<file path="src/rtl/cache_pkg.sv">
// Shared types and derived-width helpers for the blocking read-cache refill controller.
package cache_pkg;

  typedef enum logic [2:0] {
    StIdle,
    StLookup,
    StResp,
    StMissAr,
    StRefill,
    StTagWr
  } state_e;

  function automatic int unsigned calc_addr_lsb(int unsigned dw, int unsigned bk);
    return $clog2(dw * bk / 8);
  endfunction

  function automatic int unsigned calc_line_w(int unsigned cl);
    return $clog2(cl);
  endfunction

  function automatic int unsigned calc_beats(int unsigned dw, int unsigned bk);
    return dw * bk / 64;
  endfunction

  localparam int unsigned ADDR_LSB = calc_addr_lsb(1024, 4);
  localparam int unsigned LINE_W   = calc_line_w(256);
  localparam int unsigned BEATS    = calc_beats(1024, 4);

  // Tag is everything above the line index; callers zero-extend or truncate to TAG_W.
  function automatic logic [31:0] addr_tag(logic [31:0] addr, int unsigned shift);
    return addr >> shift;
  endfunction

endpackage

</file>
<file path="src/rtl/cache_tag_cmp.sv">
// Combinational tag compare: hit detection (lowest way wins) and first-invalid way search.
module cache_tag_cmp #(
  parameter int unsigned CB    = 1,
  parameter int unsigned TAG_W = 32
) (
  input  logic [CB-1:0]       valid_i,
  input  logic [TAG_W*CB-1:0] tag_rd_i,
  input  logic [TAG_W-1:0]    tag_i,
  output logic                hit_o,
  output logic [CB-1:0]       hit_way_o,
  output logic [CB-1:0]       inv_way_o
);

  // Descending scan so the lowest matching / invalid way is the one left standing.
  always_comb begin
    hit_o     = 1'b0;
    hit_way_o = '0;
    inv_way_o = '0;
    for (int w = CB - 1; w >= 0; w--) begin
      if (valid_i[w] && (tag_rd_i[TAG_W*w +: TAG_W] == tag_i)) begin
        hit_o        = 1'b1;
        hit_way_o    = '0;
        hit_way_o[w] = 1'b1;
      end
      if (!valid_i[w]) begin
        inv_way_o    = '0;
        inv_way_o[w] = 1'b1;
      end
    end
  end

endmodule

</file>
<file path="src/rtl/cache_refill_ctrl.sv">
// Blocking read-cache controller: lookup, line refill over a 64-bit burst bus, tag write, replay.
// Optional hit/miss counters are built when CACHE_REFILL_PERF_EN is defined.
module cache_refill_ctrl
  import cache_pkg::*;
#(
  parameter int unsigned DW    = 1024,
  parameter int unsigned BK    = 4,
  parameter int unsigned CB    = 1,
  parameter int unsigned CL    = 256,
  parameter int unsigned TAG_W = 32
) (
  input  logic                     CLK,
  input  logic                     RSTn,
  input  logic                     req_valid,
  output logic                     req_ready,
  input  logic [31:0]              req_addr,
  output logic                     rsp_valid,
  input  logic                     rsp_ready,
  output logic [63:0]              rsp_data,
  input  logic                     flush_req,
  output logic                     flush_ack,
  output logic                     mem_ar_valid,
  input  logic                     mem_ar_ready,
  output logic [31:0]              mem_ar_addr,
  input  logic                     mem_r_valid,
  output logic                     mem_r_ready,
  input  logic [63:0]              mem_r_data,
  output logic [31:0]              cache_addr,
  output logic [CB-1:0]            cache_en_w,
  output logic [CB-1:0]            cache_en_r,
  output logic [7:0]               cache_info_wstrb,
  output logic [63:0]              cache_info_w,
  input  logic [64*CB-1:0]         cache_info_r,
  output logic [31:0]              tag_addr,
  output logic [CB-1:0]            tag_en_w,
  output logic [CB-1:0]            tag_en_r,
  output logic [(TAG_W+7)/8-1:0]   tag_info_wstrb,
  output logic [TAG_W-1:0]         tag_info_w,
  input  logic [TAG_W*CB-1:0]      tag_info_r,
  output logic [31:0]              perf_hit_cnt,
  output logic [31:0]              perf_miss_cnt
);

  localparam int unsigned AddrLsb = calc_addr_lsb(DW, BK);
  localparam int unsigned LineW   = calc_line_w(CL);
  localparam int unsigned Beats   = calc_beats(DW, BK);
  localparam int unsigned BeatW   = $clog2(Beats);
  localparam int unsigned PtrW    = (CB > 1) ? $clog2(CB) : 1;

  state_e                 state_q, state_d;
  logic [31:0]            addr_q, addr_d;
  logic [BeatW-1:0]       beat_q, beat_d;
  logic [CB-1:0]          victim_q, victim_d;
  logic [PtrW-1:0]        ptr_q, ptr_d;
  logic [CB-1:0][CL-1:0]  valid_q, valid_d;
  logic                   req_ready_q, req_ready_d;
  logic                   rsp_valid_q, rsp_valid_d;
  logic [63:0]            rsp_data_q, rsp_data_d;
  logic                   flush_ack_q, flush_ack_d;
  logic                   ar_valid_q, ar_valid_d;
  logic [31:0]            ar_addr_q, ar_addr_d;
  logic                   r_ready_q, r_ready_d;

  logic [LineW-1:0]       idx;
  logic [TAG_W-1:0]       req_tag;
  logic [31:0]            line_base;
  logic [CB-1:0]          way_valid, hit_way, inv_way, rr_way;
  logic                   hit, accept;
  logic [63:0]            hit_data;

  assign idx       = addr_q[AddrLsb +: LineW];
  assign req_tag   = TAG_W'(addr_tag(addr_q, AddrLsb + LineW));
  assign line_base = {addr_q[31:AddrLsb], {AddrLsb{1'b0}}};
  assign rr_way    = CB'(1) << ptr_q;
  // A flush takes the IDLE cycle, so a concurrent request is not acknowledged.
  assign req_ready = req_ready_q & ~flush_req;
  assign accept    = req_valid & req_ready;

  assign rsp_valid    = rsp_valid_q;
  assign rsp_data     = rsp_data_q;
  assign flush_ack    = flush_ack_q;
  assign mem_ar_valid = ar_valid_q;
  assign mem_ar_addr  = ar_addr_q;
  assign mem_r_ready  = r_ready_q;

  always_comb begin
    way_valid = '0;
    hit_data  = '0;
    for (int w = 0; w < CB; w++) begin
      way_valid[w] = valid_q[w][idx];
      if (hit_way[w]) hit_data = hit_data | cache_info_r[64*w +: 64];
    end
  end

  cache_tag_cmp #(
    .CB    (CB),
    .TAG_W (TAG_W)
  ) u_tag_cmp (
    .valid_i   (way_valid),
    .tag_rd_i  (tag_info_r),
    .tag_i     (req_tag),
    .hit_o     (hit),
    .hit_way_o (hit_way),
    .inv_way_o (inv_way)
  );

  always_comb begin
    state_d          = state_q;
    addr_d           = addr_q;
    beat_d           = beat_q;
    victim_d         = victim_q;
    ptr_d            = ptr_q;
    valid_d          = valid_q;
    req_ready_d      = req_ready_q;
    rsp_valid_d      = rsp_valid_q;
    rsp_data_d       = rsp_data_q;
    flush_ack_d      = 1'b0;
    ar_valid_d       = ar_valid_q;
    ar_addr_d        = ar_addr_q;
    r_ready_d        = r_ready_q;
    cache_addr       = '0;
    cache_en_w       = '0;
    cache_en_r       = '0;
    cache_info_wstrb = '0;
    cache_info_w     = '0;
    tag_addr         = '0;
    tag_en_w         = '0;
    tag_en_r         = '0;
    tag_info_wstrb   = '0;
    tag_info_w       = '0;

    unique case (state_q)
      StIdle: begin
        req_ready_d = 1'b1;
        if (flush_req) begin
          valid_d     = '0;
          flush_ack_d = 1'b1;
        end else if (accept) begin
          addr_d      = req_addr;
          cache_en_r  = '1;
          tag_en_r    = '1;
          cache_addr  = req_addr;
          tag_addr    = req_addr;
          req_ready_d = 1'b0;
          state_d     = StLookup;
        end
      end
      StLookup: begin
        if (hit) begin
          rsp_valid_d = 1'b1;
          rsp_data_d  = hit_data;
          state_d     = StResp;
        end else begin
          victim_d   = (|inv_way) ? inv_way : rr_way;
          ar_valid_d = 1'b1;
          ar_addr_d  = line_base;
          state_d    = StMissAr;
        end
      end
      StResp: begin
        if (rsp_ready) begin
          rsp_valid_d = 1'b0;
          req_ready_d = 1'b1;
          state_d     = StIdle;
        end
      end
      StMissAr: begin
        if (mem_ar_ready) begin
          ar_valid_d = 1'b0;
          ar_addr_d  = '0;
          beat_d     = '0;
          r_ready_d  = 1'b1;
          state_d    = StRefill;
        end
      end
      StRefill: begin
        if (mem_r_valid) begin
          cache_en_w       = victim_q;
          cache_addr       = line_base + (32'(beat_q) << 3);
          cache_info_wstrb = 8'hFF;
          cache_info_w     = mem_r_data;
          beat_d           = beat_q + 1'b1;
          if (beat_q == BeatW'(Beats - 1)) begin
            r_ready_d = 1'b0;
            state_d   = StTagWr;
          end
        end
      end
      StTagWr: begin
        tag_addr       = addr_q;
        tag_en_w       = victim_q;
        tag_info_wstrb = '1;
        tag_info_w     = req_tag;
        for (int w = 0; w < CB; w++) begin
          if (victim_q[w]) valid_d[w][idx] = 1'b1;
        end
        if (CB > 1) ptr_d = (ptr_q == PtrW'(CB - 1)) ? '0 : ptr_q + 1'b1;
        else        ptr_d = '0;
        cache_en_r = '1;
        tag_en_r   = '1;
        cache_addr = addr_q;
        state_d    = StLookup;
      end
      default: state_d = StIdle;
    endcase
  end

  always_ff @(posedge CLK or negedge RSTn) begin
    if (!RSTn) begin
      state_q     <= StIdle;
      addr_q      <= '0;
      beat_q      <= '0;
      victim_q    <= '0;
      ptr_q       <= '0;
      valid_q     <= '0;
      req_ready_q <= 1'b0;
      rsp_valid_q <= 1'b0;
      rsp_data_q  <= '0;
      flush_ack_q <= 1'b0;
      ar_valid_q  <= 1'b0;
      ar_addr_q   <= '0;
      r_ready_q   <= 1'b0;
    end else begin
      state_q     <= state_d;
      addr_q      <= addr_d;
      beat_q      <= beat_d;
      victim_q    <= victim_d;
      ptr_q       <= ptr_d;
      valid_q     <= valid_d;
      req_ready_q <= req_ready_d;
      rsp_valid_q <= rsp_valid_d;
      rsp_data_q  <= rsp_data_d;
      flush_ack_q <= flush_ack_d;
      ar_valid_q  <= ar_valid_d;
      ar_addr_q   <= ar_addr_d;
      r_ready_q   <= r_ready_d;
    end
  end

`ifdef CACHE_REFILL_PERF_EN
  logic [31:0] hit_cnt_q, hit_cnt_d, miss_cnt_q, miss_cnt_d;
  logic        replay_q;

  // A LOOKUP straight after TAG_WR is the replay and is not a core-visible hit.
  always_comb begin
    hit_cnt_d  = hit_cnt_q;
    miss_cnt_d = miss_cnt_q;
    if (state_q == StLookup) begin
      if (hit && !replay_q) hit_cnt_d = hit_cnt_q + 32'd1;
      if (!hit)             miss_cnt_d = miss_cnt_q + 32'd1;
    end
  end

  always_ff @(posedge CLK or negedge RSTn) begin
    if (!RSTn) begin
      hit_cnt_q  <= '0;
      miss_cnt_q <= '0;
      replay_q   <= 1'b0;
    end else begin
      hit_cnt_q  <= hit_cnt_d;
      miss_cnt_q <= miss_cnt_d;
      replay_q   <= (state_q == StTagWr);
    end
  end

  assign perf_hit_cnt  = hit_cnt_q;
  assign perf_miss_cnt = miss_cnt_q;
`else
  assign perf_hit_cnt  = '0;
  assign perf_miss_cnt = '0;
`endif

endmodule

</file>
<file path="config.mk">
export PLATFORM = sky130hd
export DESIGN_NAME = cache_refill_ctrl
export DESIGN_NICKNAME = d
export VERILOG_FILES = /design/src/rtl/cache_pkg.sv /design/src/rtl/cache_tag_cmp.sv /design/src/rtl/cache_refill_ctrl.sv
export SDC_FILE = /design/constraint.sdc
export NUM_CORES = 1
export LEC_CHECK = 0
export ABC_AREA = 0
export BUFFER_PORTS_ARGS = -buffer_cell sky130_fd_sc_hd__buf_2
export CAP_MARGIN = 5
export CORE_AREA = 2 2 212 214
export CTS_BUF_LIST = sky130_fd_sc_hd__clkbuf_8
export CTS_CLUSTER_SIZE = 30
export DETAILED_ROUTE_END_ITERATION = 12
export DIE_AREA = 0 0 214 216
export PLACE_DENSITY = 0.7
export SETUP_SLACK_MARGIN = 0.02
export SLEW_MARGIN = 20
export SYNTH_ARGS = -nofsm -noshare
export SYNTH_HDL_FRONTEND = slang
export SYNTH_SLANG_ARGS = --single-unit
</file>
<file path="constraint.sdc">
create_clock -name CLK -period 7.6 [get_ports CLK]
set_input_delay 1.14 -clock CLK [delete_from_list [all_inputs] [get_ports CLK]]
set_output_delay 1.14 -clock CLK [all_outputs]
set_load 0.01 [all_outputs]
</file>
==> key figures <==
Synth
  – Main synth FF type: dfrtp_1
  – Commonest cells in the netlist: dfrtp_1 (390), nor2_1 (288), a21oi_1 (260), nand2_1 (157), clkbuf_1 (110)
  – Seq/Total Area, Yosys: 0.5184
  – Synth top area share: 0.5184
  – Synth warn: 0
  – Area leader, netlist: dfrtp_1
  – Post-Synthesis Cells: between 1500 and 2000
  – Post-Synthesis Cell Area: approximately 19000 µm²
  – Most common cell in the netlist: dfrtp_1
  – Asr flop ratio synth: 1.000
  – EDFF count, synth: 0
  – Synth Area per Inst: roughly 10 µm²
  – Flops & latches, synth: between 300 and 400
  – Synth top area cells: dfrtp_1 (52%), a21oi_1 (6.9%), nor2_1 (5.7%), mux4_2 (5.1%), buf_4 (4.1%)
  – Synth cell types: between 50 and 60

Floorplan
  – Die width: between 200 and 250 µm
  – Core ar.: 43840 µm²
  – Initial core utilization: 0.4295
  – Ports: between 500 and 600
  – # rows: between 70 and 80
  – Die height: approximately 220 µm
  – Die ar.: approximately 46000 µm²

STA
  – Max-slew violations: 0
  – Worst hold slack: 0.4566 ns
  – RSZ-0062 raised after global routing: false
  – Final min period: between 4 and 5 ns
  – # setup viols final: 0
  – Worst setup skew after layout: about 0.055 ns
  – F_max: a little over 200 MHz
  – Endpoints failing hold: 0
  – Slew headroom: 0.1451
  – Slew @ Worst Pin: approximately 1.3 ns
  – Final TNS setup: 0 ns
  – Crit share post-route: 0.6492

Placed design
  – Detailed placement HPWL: ~53000 µm
  – Placed Cells: 2775
  – Placed inst area: 21210 µm²
  – Port Buffers: 449
  – RePlAce Congestion: ~1

Routing
  – Routed WL: about 72000 µm
  – Antenna viol nets, final: 0
  – Vias per Instance: 5.654
  – DRC: 0
  – WL per Instance: around 25 µm
  – Vias: 16362
  – Drt first pass iters: 6
  – Initial DRC count: 2182

CTS
  – CTS buffer count: 68
  – # H-tree levels: 3
  – Clk sinks: 390
  – Clk buf depth: 3
  – CTS root buf: clkbuf_8
  – Post-CTS sizing: 0
  – Hold-fix buffers, CTS: 0
  – Clock latency on the worst-skew pair: around 0.64 ns
  – Clock transition at path regs: around 0.060 ns
  – CTS tree: yes
  – Post-CTS setup buffer count: 0

Critical path
  – Critical path's largest stage delay: 0.92 ns
  – CP bufs+invs: 2
  – CP startpoint kind: flip-flop
  – CP arrival: between 5 and 6 ns
  – Crit-path slowest cell: o21ai_4
  – Req. time, crit path: between 8 and 9 ns
  – Crit path max-delay family: compound AO/OA/AOI/OAI gates
  – Crit-path max FO: 45
  – Crit path kind: reg2reg
  – Setup crit end kind: flip-flop
  – Critical-path cell list: buf_4 -> mux4_2 -> a22o_1 -> a2111oi_0 -> a211oi_1 -> nor2_2 -> a31oi_2 -> o21ai_4 -> buf_12 -> mux2_1

Global route
  – First-pass GRT wire length: about 100000 µm
  – Tot GR Track Use: 0.3051
  – Largest net degree at the start of global routing: roughly 260
  – Gr ovfl total: 0
  – Antenna violations before repair: 10
  – Vias in the first global route: around 15000

Layout
  – Footprint of the multi-input gates: 8055 µm²
  – Final nets: around 2500
  – Storage cell area: approximately 10000 µm²
  – Fill cells: around 4000
  – Design area: approximately 23000 µm²
  – Synth-to-Final Area Change: 19.91%
  – Share of layout cells above drive strength 1: 0.3099
  – Non-Filler Instances: 2894

Power
  – Peak supply drop: ~0.3 mV
  – Power density over cell area: approximately 290 nW/µm²
  – Lkg Pwr: roughly 13 nW

Worst hold path
  – Worst hold-check path type: in2async

Job
  – Max Cap Viol: 0

Run status
  – Status: complete, no violations
-- placed cells by master (no fill, tap or decap), drive strengths merged, types with 6 or more instances in the layout --
cell type and n:
nor2b 12, nor3 15, clkbuf 79, a21o 26
a31oi 8, buf 482, mux2 71, a21oi 260
nand2b 28, a221oi 6, nor2 290, nand3 12
nand2 157, o2bb2ai 22, conb 90, xnor2 8
a22oi 14, nand4 7, mux4 43, clkinv 7
and3 75, inv 59, xor2 9, mux2i 44
o21ai 16, nor4 9, and2 19, dfrtp 390
-- metrics by stage --
step,total power [mW],worst slack [ns],util
global placement,4.479,2.792,0.4832
CTS,6.426,2.742,0.5144
floorplan,3.717,3.601,-
detailed placement,4.518,2.739,0.4839
finish,6.485,2.666,0.5149
global route,6.747,2.510,0.5149
-- path summary, 6_finish.rpt --
kind                            start            to  slack (ns)  depth (start not counted)
max in group asynchronous        RSTn    addr_q[12]        5.83                          2
hold / removal                   RSTn  rsp_data[57]        0.46                          1
setup reg to reg           addr_q[10]  rsp_data[20]        2.67                         10
hold reg to reg             rsp_valid     rsp_valid        0.48                          2
min in group CLK            rsp_valid     rsp_valid        0.48                          2
setup / recovery           addr_q[10]  rsp_data[20]        2.67                         10
-- per-layer routing --
metal / global-route usage / share of wire / wire (µm)
met5: 0.01458 / 0.0022 / 160
met4: 0.09814 / 0.031 / 2235
met3: 0.1980 / 0.18 / 12950
met2: 0.3886 / 0.38 / 27820
met1: 0.4120 / 0.40 / 29170
-- sequential cells by signal (all words and copies together), names as in the netlist, 3 cells and up --
| name | flops |
|---|---|
| mem_ar_addr | 23 |
| valid_q | 256 |
| rsp_data | 64 |
| state_q | 3 |
| addr_q | 32 |
| beat_q | 6 |
-- logic make-up (layout without fill, tap and decap cells) --
family / after synthesis / after routing / synth area share
XOR/XNOR: 17 / 17 / 0.007909
multiplexers: 158 / 158 / 0.1245
other: 1 / 91 / 0.0001992
adder cells (fa/ha/maj): 1 / 1 / 0.0006645
AO/OA/AOI/OAI: 381 / 381 / 0.1186
buffers and inverters: 273 / 632 / 0.08009
flip-flops: 390 / 390 / 0.5184
AND/OR/NAND/NOR: 632 / 632 / 0.1496
-- layout make-up --
| type | instances | area share |
|---|---|---|
| antenna | 1 | 0.0001109 |
| timing repair buffer | 482 | 0.1130 |
| clock inverter | 39 | 0.01109 |
| clock buffer | 79 | 0.04817 |
| multi-input combinational | 1279 | 0.3569 |
| tap | 592 | 0.03281 |
| inverter | 32 | 0.005321 |
| sequential | 390 | 0.4327 |
-- worst reg2reg max path, cell delays in order, from the launching register on --
cell	delay (ns)
dfrtp_4	0.74
buf_4	0.54
mux4_2	0.57
a22o_1	0.24
a2111oi_0	0.37
a211oi_1	0.15
nor2_2	0.25
a31oi_2	0.23
o21ai_4	0.92
buf_12	0.39
mux2_1	0.40
-- power breakdown --
group | internal, mW | switching, mW
registers | 2.25 | 0.364
logic | 0.614 | 1.34
clock network | 1.02 | 0.897
Note: power is estimated with default switching activity, not from simulation.
